--- src/rtl/pipe_ctrl.sv ---
// pipe_ctrl: pipeline sequencer. Arbitrates the shared memory bus between
// IF and MEM (alternating on conflict), merges stage stall requests into a
// per-stage hold vector, generates the IF/ID flush, tracks bus timeouts and
// counts stalled cycles.
module pipe_ctrl #(
   parameter int unsigned TIMEOUT = 16
) (
   input  logic        clk,
   input  logic        rst,
   input  logic        i_ifReq,
   input  logic        i_memReq,
   input  logic        i_busAck,
   input  logic        i_idStall,
   input  logic        i_exBusy,
   input  logic        i_branchTaken,
   output logic        o_busReq,
   output logic        o_busSel,
   output logic        o_ifDone,
   output logic        o_memDone,
   output logic [5:0]  o_stall,
   output logic        o_flushIfId,
   output logic        o_busErr,
   output logic [31:0] o_stallCycles
);

   typedef enum logic [1:0] {
      IDLE     = 2'd0,
      IF_BUSY  = 2'd1,
      MEM_BUSY = 2'd2
   } state_t;

   // Last busy cycle before a silent transaction is abandoned.
   localparam logic [7:0] TO_LAST = 8'(TIMEOUT - 1);

   state_t      r_state;
   state_t      w_next;
   logic        r_lastMem;
   logic [7:0]  r_toCnt;
   logic        r_busReq;
   logic        r_busSel;
   logic        r_busErr;
   logic [31:0] r_stallCycles;

   logic        w_busy;
   logic        w_timeout;
   logic        w_end;
   logic        w_memWait;
   logic        w_ifWait;
   logic [5:0]  w_stall;

   assign w_busy    = (r_state != IDLE);
   // An ack in the last allowed cycle wins over the timeout.
   assign w_timeout = w_busy && !i_busAck && (r_toCnt == TO_LAST);
   assign w_end     = w_busy && (i_busAck || w_timeout);

   // Next-state arbitration and done strobes.
   always_comb begin
      // NOTE: every signal written here gets a default first so no latch is inferred.
      w_next    = r_state;
      o_ifDone  = 1'b0;
      o_memDone = 1'b0;
      case (r_state)
         IDLE: begin
            if (i_memReq && i_ifReq)
               w_next = r_lastMem ? IF_BUSY : MEM_BUSY;
            else if (i_memReq)
               w_next = MEM_BUSY;
            else if (i_ifReq)
               w_next = IF_BUSY;
         end
         IF_BUSY: begin
            o_ifDone = i_busAck;
            if (w_end)
               w_next = IDLE;
         end
         MEM_BUSY: begin
            o_memDone = i_busAck;
            if (w_end)
               w_next = IDLE;
         end
         default: w_next = IDLE;
      endcase
   end

   // State register, owner history, timeout counter and registered bus outputs.
   always_ff @(posedge clk or posedge rst) begin
      if (rst) begin
         r_state   <= IDLE;
         r_lastMem <= 1'b0;
         r_toCnt   <= 8'd0;
         r_busReq  <= 1'b0;
         r_busSel  <= 1'b0;
      end else begin
         // NOTE: sequential state uses non-blocking assignments so all registers update together.
         r_state  <= w_next;
         r_busReq <= (w_next != IDLE);
         r_busSel <= (w_next == MEM_BUSY);
         if (w_end)
            r_lastMem <= (r_state == MEM_BUSY);
         // Counter sits at zero in IDLE, so it starts from zero on every grant.
         if (w_busy)
            r_toCnt <= r_toCnt + 8'd1;
         else
            r_toCnt <= 8'd0;
      end
   end

   // Sticky timeout error flag.
   always_ff @(posedge clk or posedge rst) begin
      if (rst)
         r_busErr <= 1'b0;
      else if (w_timeout)
         r_busErr <= 1'b1;
   end

   // Priority-merged stall vector: the deepest stalled stage freezes everything upstream.
   always_comb begin
      w_memWait = i_memReq && !o_memDone;
      w_ifWait  = i_ifReq && !o_ifDone;
      w_stall   = 6'b000000;
      if (w_memWait)
         w_stall = 6'b011111;
      else if (i_exBusy)
         w_stall = 6'b001111;
      else if (i_idStall)
         w_stall = 6'b000111;
      else if (w_ifWait)
         w_stall = 6'b000011;
   end

   // Saturating count of cycles in which the PC is held.
   always_ff @(posedge clk or posedge rst) begin
      if (rst)
         r_stallCycles <= 32'd0;
      else if (w_stall[0] && (r_stallCycles != 32'hFFFF_FFFF))
         r_stallCycles <= r_stallCycles + 32'd1;
   end

   assign o_stall       = w_stall;
   // A branch sitting in a stalled ID must not flush until ID advances.
   assign o_flushIfId   = i_branchTaken && !w_stall[2];
   assign o_busReq      = r_busReq;
   assign o_busSel      = r_busSel;
   assign o_busErr      = r_busErr;
   assign o_stallCycles = r_stallCycles;

endmodule

--- config.mk ---
export PLATFORM = sky130hd
export DESIGN_NAME = pipe_ctrl
export DESIGN_NICKNAME = d
export VERILOG_FILES = /design/src/rtl/pipe_ctrl.sv
export SDC_FILE = /design/constraint.sdc
export NUM_CORES = 1
export LEC_CHECK = 0
export CAP_MARGIN = 20
export CORE_MARGIN = 5
export CORE_UTILIZATION = 27
export CTS_CLUSTER_SIZE = 25
export DETAILED_ROUTE_END_ITERATION = 8
export GPL_ROUTABILITY_DRIVEN = 0
export PLACE_DENSITY = 0.5
export SYNTH_ARGS = -nofsm -noshare
export SYNTH_HDL_FRONTEND = slang
export SYNTH_SLANG_ARGS = --single-unit
--- constraint.sdc ---
create_clock -name clk -period 4.4 [get_ports clk]
set_input_delay 1.32 -clock clk [delete_from_list [all_inputs] [get_ports clk]]
set_output_delay 1.32 -clock clk [all_outputs]
set_load 0.02 [all_outputs]
==> run_results.csv, run 1 <==
group,metric,value,unit
run_status,outcome,"finished clean",
min_path,min_path_type,"register to register",
final_layout,final_cell_mix,"clkdlybuf4s50_1 (48), dfrtp_1 (46), xnor2_1 (23), nand2_1 (19), nor2_1 (18)",
global_routing,grt_overflow_total,0,
final_layout,postLayoutCellArea,3019,um2
die,ios,52,
placement,placed_cells,367,
worst_setup_path,start_kind,"primary input",
worst_setup_path,path_max_fanout,3,
detailed_routing,via_per_inst,4.481,
synth,synth-seq-cells,46,
final_layout,final_common_cell,"clkdlybuf4s50_1",
clock_network,insertion_delay,310,ps
clock_network,clk_pin_slew,80,ps
synth,ys_warn_count,0,
clock_network,cts_sinks,46,
synth,synth_seq_area_share,50.74,%
worst_setup_path,crit_type,"primary input to output port",
detailed_routing,vias,1685,
worst_setup_path,crit_arrival,3000,ps
final_layout,finish.utilization,36.74,%
detailed_routing,ant_nets,0,
timing,finalCriticalPeriod,4316,ps
timing,skew,13.83,ps
pwr,p_per_area,425.4,nW/um2
synth,syn_area_per_cell,10.55,um2
detailed_routing,drc_errors,0,
min_path,min_from,"o_busErr",
final_layout,drive_above_1_share,8.118,%
placement,dp_hpwl,3517,um
die,die_area,10330,um2
clock_network,cts_tree,"built",
global_routing,grt_pass1_wl,8335,um
die,die_w,101.7,um
worst_setup_path,required,3080,ps
synth,synth_fp_nets,229,
timing,post-route-period-util,98.09,%
worst_setup_path,critical_path.endpoint_type,"output port",
global_routing,grt_max_degree,47,
clock_network,cts_buffers,5,
placement,portBuffers,50,
final_layout,multi_input_area,1041,um2
global_routing,grt_usage,10.17,%
clock_network,post_cts_buffers,0,
synth,synthDistinctLibCells,34,
timing,drv_slew,0,
detailed_routing,wl,4894,um
final_layout,antenna_cells,0,
timing,slew-limit-headroom,65.22,%
final_layout,nFillCells,830,
worst_setup_path,reg2reg_depth,8,
min_path,worstHoldPathCells,1,
global_routing,grt_pass1_vias,1779,
clock_network,clock_path_buffers,2,
timing,hold_violations,0,
timing,tightest_slew,517.7,ps
final_layout,synthToLayoutAreaGrowth,33.09,%
clock_network,root_buffer,"clkbuf_8",
timing,setup_tns,0,ps
die,coreArea,8217,um2
die,die_h,101.7,um
die,initial_core_util,27.61,%
pwr,cellLeakagePower,1.226,nW
worst_setup_path,reg2reg_setup_slack,2190,ps
synth,syn_inst,215,
global_routing,antenna_found_initial,0,
clock_network,htreeDepth,2,
detailed_routing,dr.pass1.iters,4,
timing,fmax,0.2317,GHz
final_layout,final_nets,284,
die,rows,33,
timing,grt_setup_unrepaired,"no",
min_path,min_to,"o_busErr",
run,maxCapViolCount,0,
final_layout,finalNonFillerCells,376,
pwr,max-vdd-ir-drop,0.0002684,V
detailed_routing,wl_per_cell,13.02,um
synth,netlist_area,2268,um2
final_layout,regArea,1151,um2
placement,dpl_cell_area,2884,um2
timing,setup_viol_count_final,0,
worst_setup_path,r2r_start,"r_state[0]",
detailed_routing,drt_iter0_drc,55,
worst_setup_path,r2r-end,"o_stallCycles[9]",
## power breakdown
group          internal (mW)  switching, mW
Sequential             0.492         0.0727
Combinational          0.192          0.211
Clock                  0.170          0.147
## sequential cells by signal, indices dropped and copies added (netlist names)
register,flops
r_lastMem,1
o_busReq,1
o_busSel,1
o_stallCycles,32
r_state,2
o_busErr,1
r_toCnt,8
## cells in the mapped netlist
cell       number  share of area [%]
buf_4           4                1.3
ha_1            6                3.3
buf_2           1               0.22
clkbuf_1        1               0.17
nand2_1        19                3.1
nor4_2          2                1.1
a211oi_1        1               0.33
nor2_1         18                3.0
nor3_1          7                1.5
inv_1          10                1.7
nand2b_1        2               0.55
or2_2           2               0.55
nor3b_4         1               0.83
a21boi_2        1               0.50
o21ai_0         2               0.44
a21o_1          1               0.33
and3_1          4                1.1
nand4_1        14                3.9
xor2_1         14                5.4
nor2b_1         5                1.4
nand4_2         1               0.55
dfrtp_1        46                 51
o211ai_1        1               0.33
a2111oi_4       1                1.2
a21oi_1         3               0.66
or3_1           1               0.28
mux2_2          1               0.50
xnor2_1        23                8.9
nor4_4          1               0.94
nand3_1        15                3.3
nor4_1          4                1.1
nor3b_1         1               0.33
conb_1          1               0.17
and2_1          1               0.28
## critical path: stages
cell and delay, ps:
clkdlybuf4s50_1 540, nand2_1 130, a2111oi_4 370, inv_1 90, clkdlybuf4s50_1 550
## cells by family (layout without fill, tap and decap cells)
logic type | after synthesis | count (layout) | synth area share, %
flops | 46 | 46 | 50.74
simple gates | 98 | 98 | 23.83
xor+xnor | 37 | 37 | 14.29
other cells | 1 | 1 | 0.1653
mux | 1 | 1 | 0.4964
compound gates | 10 | 10 | 3.806
buf+inv | 16 | 72 | 3.364
fa+ha+maj | 6 | 6 | 3.309
## worst max path at each step
| stage | startpoint | end | slack, ps | depth (start not counted) |
|---|---|---|---|---|
| 3_3_place_gp | i_busAck | o_flushIfId | 100 | 5 |
| 4_1_cts | i_busAck | o_flushIfId | 60 | 5 |
| 3_5_place_dp | i_busAck | o_flushIfId | 70 | 5 |
| 6_report | i_busAck | o_stall[1] | 80 | 5 |
| 2_1_floorplan | i_memReq | o_stall[1] | 750 | 4 |
| 5_1_grt | i_busAck | o_stall[1] | 9 | 5 |
## area by class of cell
| cell class | count | area share, % |
|---|---|---|
| inverters | 10 | 1.243 |
| multi-input cells | 153 | 34.48 |
| clock buffers | 6 | 2.404 |
| repair buffers | 54 | 18.15 |
| clock inverters | 2 | 1.243 |
| well taps | 105 | 4.351 |
| flip-flops and latches | 46 | 38.13 |
## metrics by stage
stage          setup WS, ps  hold slack, ps  power (mW)
2_1_floorplan         751.5           425.0      0.8154
3_3_place_gp          103.9           452.5      0.9799
3_5_place_dp          66.06           453.6      0.9789
4_1_cts               58.38           471.0       1.305
5_1_grt               8.533           483.0       1.368
6_report              84.20           465.9       1.284
## what timing repair did
item,4_1_cts,5_1_grt
hold endpoints to repair,0,0
hold buffers,0,0
endpoints found under the setup margin,0,2
resized for setup,0,2
## layer usage
layer  track usage, %  share of wire (%)  vias up
li1                 -                  -      833
met1            12.07                 45      810
met2            17.00                 47       38
met3            3.581                6.9        4
met4            3.681                1.1        0
met5                0                  0        -
Power figures use the tool's default switching activity.
==> run 2: changes to the inputs <==
--- a/config.mk
+++ b/config.mk
@@ -15,3 +15,4 @@
 export SYNTH_ARGS = -nofsm -noshare
 export SYNTH_HDL_FRONTEND = slang
 export SYNTH_SLANG_ARGS = --single-unit
+export TNS_END_PERCENT = 100
==> results of run 2 <==
No change in the layout: final DEF, timing and power equal those of run 1.
==> run 3: changes to the inputs <==
--- a/config.mk
+++ b/config.mk
@@ -5,13 +5,14 @@
 export SDC_FILE = /design/constraint.sdc
 export NUM_CORES = 1
 export LEC_CHECK = 0
+export ABC_AREA = 1
 export CAP_MARGIN = 20
 export CORE_MARGIN = 5
 export CORE_UTILIZATION = 27
 export CTS_CLUSTER_SIZE = 25
 export DETAILED_ROUTE_END_ITERATION = 8
 export GPL_ROUTABILITY_DRIVEN = 0
-export PLACE_DENSITY = 0.5
+export PLACE_DENSITY = 0.48
 export SYNTH_ARGS = -nofsm -noshare
 export SYNTH_HDL_FRONTEND = slang
 export SYNTH_SLANG_ARGS = --single-unit
==> run_results.csv, run 3 <==
group,metric,value,unit
run_status,outcome,"finished clean",
detailed_routing,dr.pass1.iters,4,
die,initial_core_util,27.45,%
worst_setup_path,r2r-end,"o_stallCycles[26]",
clock_network,cts_hold_buf,0,
timing,finalCriticalPeriod,4204,ps
worst_setup_path,reg2reg_setup_slack,2510,ps
placement,dp_hpwl,5791,um
worst_setup_path,r2r_start,"o_stallCycles[1]",
detailed_routing,ant_nets,0,
timing,drv_slew,0,
synth,synthDistinctLibCells,27,
worst_setup_path,crit_buf_inv,3,
pwr,pwr-share-clk,24.9,%
synth,yosys.cell_count.top_type,"nand2_1",
synth,yosys-top-cells-area,"dfrtp_1 (39%), nand2_1 (26%), nor2_1 (8.4%), inv_1 (5.3%), nand3_1 (4.2%)",
detailed_routing,via_per_inst,4.266,
clock_network,clk_pin_slew,80,ps
synth,async_reset_ff_share,100.0,%
timing,skew,8.554,ps
pwr,power,1.310,mW
final_layout,nFillCells,1184,
pwr,p_per_area,354.2,nW/um2
pwr,max-vdd-ir-drop,0.0002809,V
clock_network,post_cts_buffers,0,
die,ios,52,
final_layout,regArea,1151,um2
worst_setup_path,required,3080,ps
timing,setup_tns,0,ps
worst_setup_path,path_depth,6,
final_layout,finalNonFillerCells,636,
global_routing,grt_pass1_vias,2613,
clock_network,cts_tree,"built",
detailed_routing,vias,2713,
timing,fmax,0.2379,GHz
pwr,seqPwrFrac,42.2,%
pwr,p_sw,464.7,uW
detailed_routing,wl,7422,um
pwr,intPower,845.7,uW
final_layout,final_common_cell,"nand2_1",
min_path,worstHoldPathCells,1,
detailed_routing,wl_per_cell,11.67,um
final_layout,antenna_cells,0,
clock_network,cts_buffers,5,
synth,synth-seq-cells,46,
synth,synthTopCellsByCount,"nand2_1 (206), nor2_1 (66), dfrtp_1 (46)",
synth,ys.flop_type,"dfrtp_1",
final_layout,postLayoutCellArea,3700,um2
final_layout,drive_above_1_share,4.032,%
timing,grt_setup_unrepaired,"no",
synth,netlist_area,2963,um2
clock_network,cts_resized,0,
synth,synth.top_cell.area_share,38.85,%
worst_setup_path,cpPeakStageDelay,550,ps
global_routing,grt_max_degree,47,
clock_network,clock_path_buffers,2,
worst_setup_path,critical_path.endpoint_type,"output port",
pwr,cellLeakagePower,1.738,nW
min_path,min_to,"r_toCnt[0]",
worst_setup_path,path_max_fanout,4,
clock_network,cts_sinks,46,
synth,ys_warn_count,0,
synth,yosysTopAreaCell,"dfrtp_1",
detailed_routing,drc_errors,0,
worst_setup_path,cp_top_family,"buffers and inverters",
timing,post-route-period-util,95.55,%
worst_setup_path,crit_type,"primary input to output port",
worst_setup_path,crit_path_top_delay_cell,"clkdlybuf4s50_1",
worst_setup_path,start_kind,"primary input",
detailed_routing,drt_iter0_drc,68,
timing,slew-limit-headroom,66.47,%
synth,syn_area_per_cell,6.658,um2
synth,synth_seq_area_share,38.85,%
global_routing,grt_usage,11.61,%
clock_network,root_buffer,"clkbuf_8",
run,maxCapViolCount,0,
timing,setup_viol_count_final,0,
final_layout,largest_register_ffs,32,
timing,tightest_slew,497.8,ps
timing,hold_violations,0,
worst_setup_path,crit_arrival,2880,ps
min_path,min_from,"r_toCnt[0]",
placement,dpl_cell_area,3567,um2
die,die_w,114.8,um
synth,synth-edff-count,0,
die,die_area,13170,um2
final_layout,synthToLayoutAreaGrowth,24.87,%
final_layout,final_cell_mix,"nand2_1 (206), nor2_1 (66), clkdlybuf4s50_1 (50), dfrtp_1 (46), inv_1 (41)",
global_routing,grt_overflow_total,0,
clock_network,insertion_delay,300,ps
final_layout,final_nets,510,
pwr,power_switching_share,35.47,%
min_path,min_path_type,"register to register",
placement,portBuffers,50,
synth,synth_fp_nets,459,
worst_setup_path,path_cells,"clkdlybuf4s50_1 > nand2_1 > nand2_1 > inv_1 > or2_2 > clkdlybuf4s50_1",
global_routing,grt_pass1_wl,12380,um
pwr,comb_power_share,33.0,%
final_layout,finish.utilization,34.28,%
die,die_h,114.8,um
die,coreArea,10790,um2
global_routing,antenna_found_initial,0,
worst_setup_path,reg2reg_depth,10,
placement,placed_cells,628,
die,rows,38,
final_layout,multi_input_area,1567,um2
clock_network,htreeDepth,2,
synth,syn_inst,445,
==> run 3: per-stage QoR <==
stage / hold slack, ps / setup WS (ps)
after floorplan: 425.0 / 926.4
after global placement: 441.6 / 219.8
after detailed placement: 443.8 / 183.7
after CTS: 460.3 / 180.0
after global routing: 488.6 / 88.39
final: 453.8 / 195.9
==> run 3: cell type report <==
class | count | area share [%]
Inverter | 43 | 4.498
Timing Repair Buffer | 52 | 14.27
Multi-Input combinational cell | 348 | 42.34
Tap cell | 140 | 4.735
Clock inverter | 1 | 0.8116
Clock buffer | 6 | 2.232
Sequential cell | 46 | 31.11
==> run 3: kinds of logic after synthesis <==
logic type	after synthesis	share of synthesized area [%]
AOI/OAI and AO/OA	16	2.872
xor gates and xnor gates	13	3.843
adders and majority gates	6	2.534
buffers and inverters	51	8.277
DFF	46	38.85
other	1	0.1266
and+or+nand+nor	312	43.50
==> run 3: power groups by stage <==
stage                     Sequential, mW  Combinational [mW]  Clock [mW]
after floorplan                    0.594               0.243           0
after global placement             0.561               0.434           0
after detailed placement           0.560               0.437           0
after CTS                          0.553               0.439       0.342
after global routing               0.563               0.484       0.356
final                              0.552               0.432       0.326
==> run 3: routing by layer <==
layer	up-vias	track usage (%)	wire length (um)
met5	-	0	0
li1	1451	-	-
met3	11	2.947	366
met2	57	19.36	3440
met4	0	3.521	136
met1	1194	14.85	3478
==> run 3: worst reg2reg max path, delay by kind of cell (launching register included) <==
kind,cells,cell delay (ps)
simple gates,7,860
buf+inv,2,240
flops,1,430
fa+ha+maj,1,250
==> run 3: how the worst max path moves through the flow <==
| stage | startpoint | slack (ps) | endpoint |
|---|---|---|---|
| floorplan | i_busAck | 930 | o_stall[1] |
| global placement | i_busAck | 220 | o_stall[3] |
| detailed placement | i_busAck | 180 | o_stall[3] |
| CTS | i_busAck | 180 | o_stall[3] |
| global route | i_busAck | 90 | o_stall[3] |
| finish | i_busAck | 200 | o_stall[3] |
